`config.mk`:
```
export PLATFORM = sky130hd
export DESIGN_NAME = fetch_ctrl
export DESIGN_NICKNAME = d
export VERILOG_FILES = /design/src/rtl/fetch_ctrl.sv
export SDC_FILE = /design/constraint.sdc
export NUM_CORES = 1
export LEC_CHECK = 0
export CAP_MARGIN = 15
export CORE_ASPECT_RATIO = 1.4
export CORE_MARGIN = 2
export CORE_UTILIZATION = 34
export DETAILED_ROUTE_END_ITERATION = 8
export GPL_TIMING_DRIVEN = 0
export PLACE_DENSITY = 0.76
export SKIP_LAST_GASP = 1
export SLEW_MARGIN = 0
export SYNTH_ARGS = -nofsm -noshare
export SYNTH_HDL_FRONTEND = slang
export SYNTH_SLANG_ARGS = --single-unit
```
`constraint.sdc`:
```
create_clock -name clk -period 1.6 [get_ports clk]
set_input_delay 0.32 -clock clk [delete_from_list [all_inputs] [get_ports clk]]
set_output_delay 0.32 -clock clk [all_outputs]
set_load 0.02 [all_outputs]
```
`src/rtl/fetch_ctrl.sv`:
```
// Fetch-stage sequencer: owns the PC and handles opcode+immediate pairs, stalls, redirects and halt.
// PC and state are registered. The valid and flush enables are decoded combinationally for the same-cycle read.
module fetch_ctrl #(
  parameter int unsigned           PC_W     = 16,
  parameter logic [PC_W-1:0]       RESET_PC = 'd32,
  parameter int unsigned           IMM_BIT  = 0
) (
  input  logic            clk,
  input  logic            reset,
  input  logic            stall_i,
  input  logic            branch_taken_i,
  input  logic [PC_W-1:0] branch_target_i,
  input  logic            halt_i,
  input  logic [15:0]     instr_i,
  output logic [PC_W-1:0] pc_o,
  output logic            instr_valid_o,
  output logic            imm_valid_o,
  output logic            flush_o,
  output logic            halted_o
);

  typedef enum logic [1:0] {
    S_FETCH = 2'd0,
    S_IMM   = 2'd1,
    S_HALT  = 2'd2
  } state_t;

  state_t          state, next_state;
  logic [PC_W-1:0] pc, next_pc;
  logic [PC_W-1:0] pc_inc;

  // Wraps modulo 2^PC_W by construction.
  assign pc_inc = pc + {{(PC_W-1){1'b0}}, 1'b1};

  always_ff @(posedge clk) begin
    if (reset) begin
      state <= S_FETCH;
      pc    <= RESET_PC;
    end else begin
      state <= next_state;
      pc    <= next_pc;
    end
  end

  // Redirect beats halt, halt beats stall; HALT is left only by a redirect.
  always_comb begin
    next_state = state;
    next_pc    = pc;
    if (branch_taken_i) begin
      next_state = S_FETCH;
      next_pc    = branch_target_i;
    end else if (halt_i) begin
      next_state = S_HALT;
    end else if (state == S_HALT || stall_i) begin
      next_state = state;
    end else begin
      next_pc = pc_inc;
      case (state)
        S_FETCH: next_state = instr_i[IMM_BIT] ? S_IMM : S_FETCH;
        S_IMM:   next_state = S_FETCH;
        default: next_state = S_FETCH;
      endcase
    end
  end

  always_comb begin
    instr_valid_o = 1'b0;
    imm_valid_o   = 1'b0;
    flush_o       = 1'b0;
    if (reset || branch_taken_i) begin
      flush_o = 1'b1;
    end else if (state != S_HALT && !halt_i && !stall_i) begin
      instr_valid_o = (state == S_FETCH);
      imm_valid_o   = (state == S_IMM);
    end
  end

  assign pc_o     = pc;
  assign halted_o = (state == S_HALT) && !reset;

endmodule

```
## Word-level counts from Yosys, hierarchy flattened

Cells that the tools add are included.

| operators by class | value |
|---|---|
| add/sub/neg operators | 1 |
| reduce and logical (&&, ||, !) cells | 12 |
| equal/unequal tests | 6 |
| muxes and demuxes | 12 |

Operators with widths:

| cell | count |
|---|---|
| two-way mux 16 bit | 3 |
| adder 16 x 1 -> 16 bit (second input constant) | 1 |
| inequality test 2 bit (second input constant) | 4 |
| two-way mux 1 bit | 7 |
| two-way mux 2 bit | 2 |
| logical AND 1 bit | 3 |
| zero test 1 bit | 3 |
| OR reduction 3 bit | 1 |
| equality test 2 x 1 -> 1 bit (second input constant) | 1 |
| equality test 2 bit (second input constant) | 1 |
| zero test 2 bit | 1 |
| logical OR 1 bit | 2 |
| AND reduction 2 bit | 1 |
| OR reduction 2 bit | 1 |

| word-level totals | value |
|---|---|
| input bits | 37 |
| output and inout bits | 20 |
| flip-flop bits (word level) | 18 |

## Logic depth before layout (Yosys ltp)

Gate-level depths: netlist (run 1).

| depth | value |
|---|---|
| depth after elaboration | 5 |
| mapped depth | 5 |
| mapped depth without buffers | 5 |

## Worst setup path after synthesis (run 1)

Ideal clock, no wire load.

| timing path | value |
|---|---|
| kind | input -> output |
| from | input reset |
| to | output instr_valid_o |
| cell stages on the path | 4 |
| path slack | -0.413 ns |
| data arrival time | 1.693 ns |
| cell sequence | clkbuf_1 > or2_2 > clkbuf_1 > nor4_1 |

| between the ends | value |
|---|---|
| cells in the longest elaborated chain, start to end | 2 |

Ends and longest elaborated chain:

| what | line | text |
|---|---|---|
| start, declared | 9 | `input logic reset,` |
| logical OR 1 bit | 70 | `if (reset \|\| branch_taken_i) begin` |
| two-way mux 1 bit | 70 |  |
| end, declared | 16 | `output logic instr_valid_o,` |

Every way passes these cells.

## Worst setup path in the final report (run 1)

| timing path | value |
|---|---|
| from | register pc[1], in the netlist pc_o[1] |
| to | register pc[14], in the netlist pc_o[14] |

| between the ends | value |
|---|---|
| cells in the longest elaborated chain, start to end | 4 |

Ends and longest elaborated chain:

| what | line | text |
|---|---|---|
| start, declared | 29 | `logic [PC_W-1:0] pc, next_pc;` |
| start signal, assigned | 41 | `pc <= next_pc;` |
| adder 16 x 1 -> 16 bit | 33 | `assign pc_inc = pc + {{(PC_W-1){1'b0}}, 1'b1};` |
| two-way mux 16 bit | 54 | `end else if (state == S_HALT \|\| stall_i) begin` |
| two-way mux 16 bit | 52 | `end else if (halt_i) begin` |
| two-way mux 16 bit | 49 | `if (branch_taken_i) begin` |

Every way passes these cells. The select of a mux whose other input is x is not followed.
A chain may end at the register's enable or synchronous reset.

==> impl_results.md, run 1 <==
* # diodes at 0
* Final setup violating endpoints at 6
* Root buf cell: clkbuf_8
* Netlist cell types at 37
* CTS Buf Count at 3
* Minimum clock period at roughly 1.6 ns
* Leakage at 0.776 nW
* Synth Net Count at 158
* Total global-route track usage at a little under a quarter
* Area occupied by multi-input gates at slightly below 700 um2
* Maximum VDD drop at around 530 uV
* Sequential fraction of the synthesis area at a little over a third
* IO Pins at 57
* Fin. Hold Viols at 0
* Origin of the worst setup path: pc_o[1]
* Placed insts at a little under 200
* Number of antenna violations at the first check in global routing at 0
* WP data required at about 1.8 ns
* H-tree depth at 1
* Least-Margin Pin Slew at 0.548 ns
* Crit path largest cell delay at between 0.3 and 0.4 ns
* CP Max Fanout at 5
* Hpwl dp at approximately 2200 um
* Total die area at approximately 3400 um2
* Clk sinks at 18
* Nets at roughly 230
* Leading cell types in the layout, fill and taps excluded: 26 x clkdlybuf4s50_1, 24 x buf_4, 16 x nor2_1
* Synth Instances at 120
* Area post-placement at 1520 um2
* Hold_sp: halt_i
* Fill cells at ~240
* Internal reg-to-reg setup slack at -0.05 ns
* Worst Clk Skew at 0.00153 ns
* Non-filler cells, final at 227
* Reg2reg path depth at 6
* CTS tree: done
* Hold WC Path Type: input pin to flip-flop
* Via count at roughly 1300
* Design area at about 1900 um2
* Synthesized flop and latch total at 18
* Cells on Worst Hold Path at 2
* Kind of end point of the critical path: flip-flop
* Avg WL per Cell at 16.1 um
* # port buffers at between 40 and 50
* First-pass GRT wire length at between 6000 and 7000 um
* Final period util at 103%
* Pwr/cell area at about 630 nW/um2
* Worst EP arrival at 1.82 ns
* Layout area overhead at 87.3%
* CTS Buffer Depth at 2
* Starting Density at 35.4%
* Min-Delay Endpoint: state[0]
* Max Slew Vio Count at 0
* Failing checks: negative setup slack
* Worst r2r src: pc_o[1]
* Rows at 23
* Fmax at about 610 MHz
* Worst path cell trace: ha_4 > and2_4 > nand4_1 > buf_4 > or3_4 > a311oi_2
* Chip Height at between 60 and 70 um
* GP Congestion at 0.778
* Max Cap Violations at 0
* Remaining antenna violation count after routing at 0
* Slew margin rel. at ~63%
* Yosys synthesis warning count at 0
* Critical path launch point type: flip-flop
* Residual DRC at 0
* GRT overflow at 0
* CP Buf/Inv Count at 1
* Setup ws final at -0.0455 ns
* Delay-heaviest family, CP: simple AND/OR/NAND/NOR gates
* Capturing point of the worst reg2reg path: pc_o[14]
* Slowest cell on crit path: dfxtp_4
* Status: finished, violations left
* 1st-iter DRT viols at 27
* Post-Syn Area at between 900 and 1000 um2
* Layout cells sized above 1 at roughly two fifths
* Die X at ~50 um
* Tot Pwr at between 0.001 and 0.0015 W
* Most common cell after layout, fill and taps aside: clkdlybuf4s50_1
* Drt first pass iters at 4
* Core area at 2820 um2
* Routed wire length at 3650 um
* Syn Area/Cell at around 8.3 um2
* Vias in the first global route at around 1400
* Vias/cell at 5.53
* Largest net degree at the start of global routing at 11
* Register Area at around 400 um2
* Clock Latency Late Sink at approximately 0.26 ns
* Unrepaired setup endpoints after global routing: yes
* Clock transition at path regs at roughly 0.070 ns
* Setup Crit Path Kind: flip-flop to flip-flop
* Final setup TNS at -0.156 ns
-- Yosys cell counts --
master	number	area, um2
and4_1	1	8.76
or4_1	1	7.51
nand4_2	1	12.5
or3_4	1	11.3
or3_1	5	31.3
o21ai_0	6	30.0
nor3_1	2	10.0
nor3b_1	1	7.51
ha_1	1	12.5
buf_1	1	3.75
nor4_1	2	12.5
a21oi_1	2	10.0
o31a_2	1	10.0
a211oi_1	7	52.6
nand2_1	5	18.8
o31ai_1	1	7.51
nor2_1	16	60.1
and3_1	3	18.8
nand2b_1	1	6.26
o311a_1	1	10.0
o31a_1	1	8.76
and2_1	1	6.26
clkbuf_1	5	18.8
nor4b_1	1	8.76
nor2_2	1	6.26
xor2_1	4	35.0
a311oi_1	8	70.1
buf_2	1	5.00
nand3_1	3	15.0
or2_2	2	12.5
nand4_4	1	21.3
a31o_2	1	8.76
or3_2	2	15.0
nand4_1	4	25.0
xnor2_1	2	17.5
dfxtp_1	18	360
inv_1	6	22.5
-- metrics by stage --
stage	util, %	setup slack, ns	hold slack [ns]
4_1_cts	65.0	-0.0573	0.422
3_5_place_dp	53.9	-0.992	0.509
6_report	66.3	-0.0455	0.420
5_1_grt	66.3	-0.118	0.455
2_1_floorplan	-	-0.0164	0.392
3_3_place_gp	53.9	-0.972	0.493
-- cell type report --
class	count	share of cell area (%)
multi-input cells	89	36.5
repair buffers	67	33.2
flip-flops and latches	18	21.5
plain buffers	6	2.74
well taps	37	2.47
clock buffers	3	2.21
inverters	6	1.20
clock inverters	1	0.201
-- sequential cells by signal, indices dropped and copies added (netlist names) --
signal and flops:
state 2, pc_o 16
-- kinds of logic after synthesis --
kind of cell / share of synthesized area, %
buffers and inverters: 5.01
XOR/XNOR: 5.26
flip-flops: 36.1
AO/OA/AOI/OAI: 20.8
AND/OR/NAND/NOR: 31.6
adder cells (fa/ha/maj): 1.25
-- timing repair --
| item | in CTS | in global routing |
|---|---|---|
| buffers inserted | 23 | 2 |
| endpoints found under the setup margin | 20 | 17 |
| pin swaps | 14 | 6 |
| hold buffers | 0 | 0 |
| gates cloned | 1 | 0 |
| resized for setup | 46 | 12 |
-- per-layer routing --
| metal | routed length [um] | global-route usage [%] | share of wire [%] |
|---|---|---|---|
| met2 | 2060 | 46.2 | 57 |
| met5 | 0 | 0 | 0 |
| met1 | 1310 | 23.0 | 36 |
| met4 | 120 | 15.3 | 3.3 |
| met3 | 156 | 3.28 | 4.3 |
-- where the power goes --
group          internal (W)  switching [W]  total (W)
Combinational      0.000180       0.000154   0.000334
Clock              0.000171       0.000167   0.000338
Sequential         0.000475      0.0000366   0.000512
-- worst max-delay path by stage --
stage,endpoint,slack [ns],depth (start not counted)
floorplan,pc_o[15],-0.02,4
global placement,imm_valid_o,-0.97,6
detailed placement,instr_valid_o,-0.99,6
CTS,pc_o[15],-0.06,4
global route,pc_o[14],-0.12,6
finish,pc_o[14],-0.05,6
Note: power is estimated with default switching activity, not from simulation.
==> run 2, diff against run 1 <==
--- a/config.mk
+++ b/config.mk
@@ -7,8 +7,9 @@
 export LEC_CHECK = 0
 export CAP_MARGIN = 15
 export CORE_ASPECT_RATIO = 1.4
-export CORE_MARGIN = 2
+export CORE_MARGIN = 5
 export CORE_UTILIZATION = 34
+export CTS_CLUSTER_DIAMETER = 100
 export DETAILED_ROUTE_END_ITERATION = 8
 export GPL_TIMING_DRIVEN = 0
 export PLACE_DENSITY = 0.76
==> run 2 against run 1 <==
Net effect:
- the flow still finishes with violations (negative setup slack)
- combinational power shrank 1%
- global-route usage shrank 5.9 points
- flip-flop and latch count is the same
- clock-buffer cell count grew 1
- final cell count shrank 0.44%
- critical path type is now flip-flop to output pin
- highest routed layer unchanged
==> impl_results.md, run 2 (synthesis results as in run 1) <==
* Avg WL per Cell at around 16 um
* Leakage at ~0.74 nW
* CP Buf/Inv Count at 2
* Hold WC Path Type: input pin to flip-flop
* Via count at ~1200
* Failing checks: negative setup slack
* # port buffers at 41
* GP Congestion at about 0.73
* Clock Latency Late Sink at between 0.2 and 0.3 ns
* Clock transition at path regs at approximately 0.070 ns
* Area occupied by multi-input gates at approximately 710 um2
* Instance count on the critical path at 2
* Minimum clock period at approximately 1.7 ns
* Cells on Worst Hold Path at 2
* Total global-route track usage at approximately 18%
* Kind of end point of the critical path: output pin
* Drt first pass iters at 4
* Max Cap Violations at 0
* Clk sinks at 18
* Worst EP arrival at ~1.3 ns
* Net Sw Frac at 28.9%
* H-tree depth at 1
* Setup Crit Path Kind: flip-flop to output pin
* Maximum VDD drop at 387 uV
* Chip Height at 74.1 um
* Max Slew Vio Count at 0
* Reg2reg path depth at 4
* Setup ws final at -0.0509 ns
* Fmax at 606 MHz
* CTS Buffer Depth at 2
* Residual DRC at 0
* Nets at ~230
* Remaining antenna violation count after routing at 0
* WP data required at between 1 and 1.5 ns
* Die X at 55.8 um
* Hpwl dp at between 2000 and 2500 um
* Total die area at around 4100 um2
* Final period util at 103%
* Number of antenna violations at the first check in global routing at 0
* Worst path cell trace: buf_4 > clkdlybuf4s50_1
* First-pass GRT wire length at 5850 um
* Rows at 23
* Clock power share at 31.4%
* Least-Margin Pin Slew at 0.551 ns
* Util after Layout at approximately two thirds
* Fin. Hold Viols at 0
* Core area at 2850 um2
* Register Area at about 400 um2
* Layout cells sized above 1 at between 40% and 50%
* Max reg flops at 16
* Most common cell after layout, fill and taps aside: clkdlybuf4s50_1
* Unrepaired setup endpoints after global routing: yes
* Root buf cell: clkbuf_8
* Crit path largest cell delay at around 0.60 ns
* CTS tree: done
* GRT overflow at 0
* Layout area overhead at 89.2%
* Sw Pwr at 0.000354 W
* Fill cells at roughly 220
* Vias/cell at between 5 and 6
* CTS Buf Count at 3
* Leading cell types in the layout, fill and taps excluded: 30 x clkdlybuf4s50_1, 22 x buf_4, 16 x nor2_1
* Sequential share of power at a little over two fifths
* Routed wire length at 3640 um
* Starting Density at around a third
* Worst Clk Skew at roughly 0.0025 ns
* Delay-heaviest family, CP: buffers and inverters
* 1st-iter DRT viols at 24
* Combinational share of power at a little over a quarter
* Largest net degree at the start of global routing at 11
* Internal power at 0.000872 W
* # diodes at 0
* CP Max Fanout at 3
* DP Worst Slack at -1.01 ns
* Final setup violating endpoints at 4
* Critical path launch point type: flip-flop
* IO Pins at 57
* Slowest cell on crit path: clkdlybuf4s50_1
* Status: finished, violations left
* Slew margin rel. at a little over three fifths
* Pwr/cell area at between 600 and 700 nW/um2
* Vias in the first global route at roughly 1300
run 2: cell types whose count changed in the layout (fill, tap and decap cells not counted), moves of 2 or more:
cell             delta
dlygate4sd2_1       -3
clkdlybuf4s50_1     +4
clkbuf_2            +3
or3_4               +2
buf_4               -2
buf_2               -2
dlymetal6s2s_1      -3
buf_6               +4
run 2: layer usage:
layer  global-route usage [%]  routed length (um)
met3                     4.17                 173
met4                     4.86                  44
met2                     36.3                2050
met1                     17.5                1380
met5                        0                   0
run 2: repair_timing:
item,in CTS,in global routing
resized for setup,53,16
hold buffers,0,0
setup endpoints to repair,19,12
setup buffers,24,2
endpoints found under the hold margin,0,0
pin swaps,12,13
cloned,0,0
run 2: power groups by stage:
| stage | registers, W | clock network (W) | logic [W] |
|---|---|---|---|
| finish | 0.000511 | 0.000385 | 0.000329 |
| global route | 0.000516 | 0.000405 | 0.000351 |
| CTS | 0.000511 | 0.000383 | 0.000319 |
| detailed placement | 0.000526 | 0 | 0.000262 |
| global placement | 0.000523 | 0 | 0.000257 |
| floorplan | 0.000553 | 0 | 0.0000913 |
run 2: per-stage QoR:
| step | TNS (ns) | power [W] | hold slack [ns] | area, um2 | std cells |
|---|---|---|---|---|---|
| 2_1_floorplan | -0.0250 | 0.000644 | 0.392 | 1060 | 120 |
| 3_3_place_gp | -12.21 | 0.000780 | 0.487 | 1520 | 198 |
| 3_5_place_dp | -13.45 | 0.000788 | 0.500 | 1520 | 198 |
| 4_1_cts | -0.0318 | 0.00121 | 0.358 | 1850 | 225 |
| 5_1_grt | -0.392 | 0.00127 | 0.299 | 1890 | 226 |
| 6_report | -0.0989 | 0.00123 | 0.285 | 1890 | 226 |
run 2: area by class of cell:
cell class              instances  share of cell area, %
inverters                       6                   1.19
repair buffers                 67                   32.4
plain buffers                   5                   1.99
well taps                      37                   2.45
multi-input cells              89                   37.7
flip-flops and latches         18                   21.3
clock buffers                   4                   2.91
run 2: worst register-to-register path: cells and delay by family (launching register included):
kind | cells | cell delay (ns)
AO/OA/AOI/OAI | 1 | 0.24
flip-flops | 1 | 0.38
AND/OR/NAND/NOR | 3 | 0.94
run 2: worst paths after layout:
kind,start,endpoint,slack [ns]
setup / recovery,pc_o[1],pc_o[1],-0.05
hold / removal,halt_i,state[0],0.29
setup reg to reg,pc_o[10],pc_o[15],-0.04
hold reg to reg,pc_o[15],pc_o[15],0.56
==> run 3, diff against run 2 <==
--- a/config.mk
+++ b/config.mk
@@ -7,14 +7,13 @@
 export LEC_CHECK = 0
 export CAP_MARGIN = 15
 export CORE_ASPECT_RATIO = 1.4
-export CORE_MARGIN = 5
 export CORE_UTILIZATION = 34
 export CTS_CLUSTER_DIAMETER = 100
 export DETAILED_ROUTE_END_ITERATION = 8
 export GPL_TIMING_DRIVEN = 0
 export PLACE_DENSITY = 0.76
 export SKIP_LAST_GASP = 1
-export SLEW_MARGIN = 0
+export SLEW_MARGIN = 20
 export SYNTH_ARGS = -nofsm -noshare
 export SYNTH_HDL_FRONTEND = slang
 export SYNTH_SLANG_ARGS = --single-unit
==> run 3 against run 2 <==
Net effect:
- the run still ends with negative setup slack left
- sequential power about the same
- maximum frequency up 0.90%
- die area down 24%
- global-route usage up 4.0 points
- wire length down 0.71%
- critical endpoint is now pc_o[15]
==> impl_results.md, run 3 (synthesis results as in run 1) <==
* Largest net degree at the start of global routing at 11
* Root buf cell: clkbuf_4
* Fmax at roughly 600 MHz
* Clk sinks at 18
* Hpwl dp at just over 2000 um
* Slew margin rel. at 60.6%
* Hold WC Path Type: input pin to flip-flop
* Total global-route track usage at a little over a fifth
* Max Cap Violations at 0
* Layout area overhead at 91.5%
* Net Sw Frac at between 30% and 40%
* Unrepaired setup endpoints after global routing: yes
* # diodes at 0
* CTS Buffer Depth at 2
* Setup Crit Path Kind: flip-flop to flip-flop
* Via count at 1233
* Minimum clock period at 1.64 ns
* Kind of end point of the critical path: flip-flop
* Drt first pass iters at 4
* Routed wire length at approximately 3600 um
* Avg WL per Cell at approximately 16 um
* Nets at roughly 230
* Die X at approximately 48 um
* Leakage at around 0.83 nW
* Delay-heaviest family, CP: simple AND/OR/NAND/NOR gates
* Pwr/cell area at 590 nW/um2
* Least-Margin Pin Slew at a little under 0.6 ns
* Sequential share of power at between 40% and 50%
* Cts hold-fix bufs at 0
* First-pass GRT wire length at 4940 um
* GRT overflow at 0
* H-tree depth at 1
* CP Buf/Inv Count at 0
* Vias in the first global route at about 1100
* Area post-placement at ~1500 um2
* Combinational share of power at 29.0%
* Design area at 1910 um2
* CTS tree: done
* Worst path cell trace: nand4_4 > or3_4 > or4_1 > a311oi_1
* Rows at 22
* Clock transition at path regs at 0.11 ns
* Final period util at 102%
* Core area at about 2700 um2
* Residual DRC at 0
* Max reg flops at 16
* Setup ws final at -0.0362 ns
* Worst Clk Skew at 0.000971 ns
* CP Max Fanout at 4
* Fin. Hold Viols at 0
* Remaining antenna violation count after routing at 0
* Total die area at around 3200 um2
* Internal power at 0.000785 W
* Status: finished, violations left
* Vias/cell at 5.38
* Maximum VDD drop at roughly 410 uV
* Worst EP arrival at 1.85 ns
* Number of antenna violations at the first check in global routing at 0
* CTS Buf Count at 3
* Clock power share at 25.8%
* Final setup violating endpoints at 5
* Starting Density at 37.0%
* WP data required at between 1.5 and 2 ns
* Critical path launch point type: flip-flop
* Clock Latency Late Sink at around 0.3 ns
* Max Slew Vio Count at 0
* Crit path largest cell delay at approximately 0.41 ns
* Most common cell after layout, fill and taps aside: buf_4
* IO Pins at 57
* Final setup TNS at -0.102 ns
* GP Congestion at about 0.80
* Layout cells sized above 1 at 42.0%
* Hold_ws at between 0.2 and 0.25 ns
* 1st-iter DRT viols at 34
* Slowest cell on crit path: or4_1
* Sw Pwr at 0.000343 W
* Failing checks: negative setup slack
* Chip Height at about 66 um
* Leading cell types in the layout, fill and taps excluded: 27 x buf_4, 17 x clkdlybuf4s50_1, 16 x nor2_1
* # port buffers at slightly above 40
run 3: cell count changes in the layout (fill, tap and decap cells not counted), sizes merged:
| cell | delta |
|---|---|
| clkbuf | +2 |
| dlymetal6s2s | +4 |
| clkdlybuf4s50 | -13 |
| buf | +1 |
| dlygate4sd2 | +10 |
run 3: path summary, 6_finish.rpt:
| kind | start | cells after the start | endpoint | slack (ns) |
|---|---|---|---|---|
| max | pc_o[7] | 4 | pc_o[15] | -0.04 |
| min | halt_i | 2 | state[0] | 0.24 |
| max reg2reg | pc_o[7] | 4 | pc_o[15] | -0.04 |
| min reg2reg | pc_o[15] | 2 | pc_o[15] | 0.52 |
run 3: metal layers:
metal / routed length (um) / track usage [%] / vias up
li1: - / - / 597
met1: 1350 / 23.8 / 589
met2: 2060 / 39.9 / 38
met3: 130 / 2.46 / 9
met4: 70 / 7.64 / 0
met5: 0 / 0 / -
run 3: repair_timing:
item                                    in CTS  in global routing
gates resized for setup                     49                 27
gates cloned                                 0                  0
pin swaps                                   10                 12
endpoints found under the setup margin      30                 24
buffers inserted                            17                 13
run 3: layout make-up:
cell class | count | area, um2
buffer | 5 | 40.0
tap | 36 | 45.0
clock buffer | 4 | 36.3
sequential | 18 | 405
fill | 224 | 786
inverter | 6 | 22.5
timing repair buffer | 71 | 648
multi-input combinational | 89 | 714
run 3: power by group through the flow:
| stage | Combinational (W) | Clock, W | Sequential (W) |
|---|---|---|---|
| 2_1_floorplan | 0.0000913 | 0 | 0.000553 |
| 3_3_place_gp | 0.000257 | 0 | 0.000523 |
| 3_5_place_dp | 0.000261 | 0 | 0.000525 |
| 4_1_cts | 0.000289 | 0.000290 | 0.000511 |
| 5_1_grt | 0.000347 | 0.000308 | 0.000515 |
| 6_report | 0.000327 | 0.000291 | 0.000510 |
run 3: worst reg2reg max path, cell delays in order, from the launching register on:
cell	delay (ns)
dfxtp_4	0.38
nand4_4	0.11
or3_4	0.39
or4_1	0.41
a311oi_1	0.27
run 3: per-stage QoR:
stage                     instances  utilization (%)  worst slack (ns)  total power [W]
after detailed placement        197             56.4            -0.985         0.000786
after CTS                       217             64.1           -0.0614          0.00109
final                           229             70.9           -0.0362          0.00113
after global routing            229             70.9           -0.0735          0.00117
after floorplan                 120                -           -0.0164         0.000644
after global placement          197             56.4            -0.981         0.000780
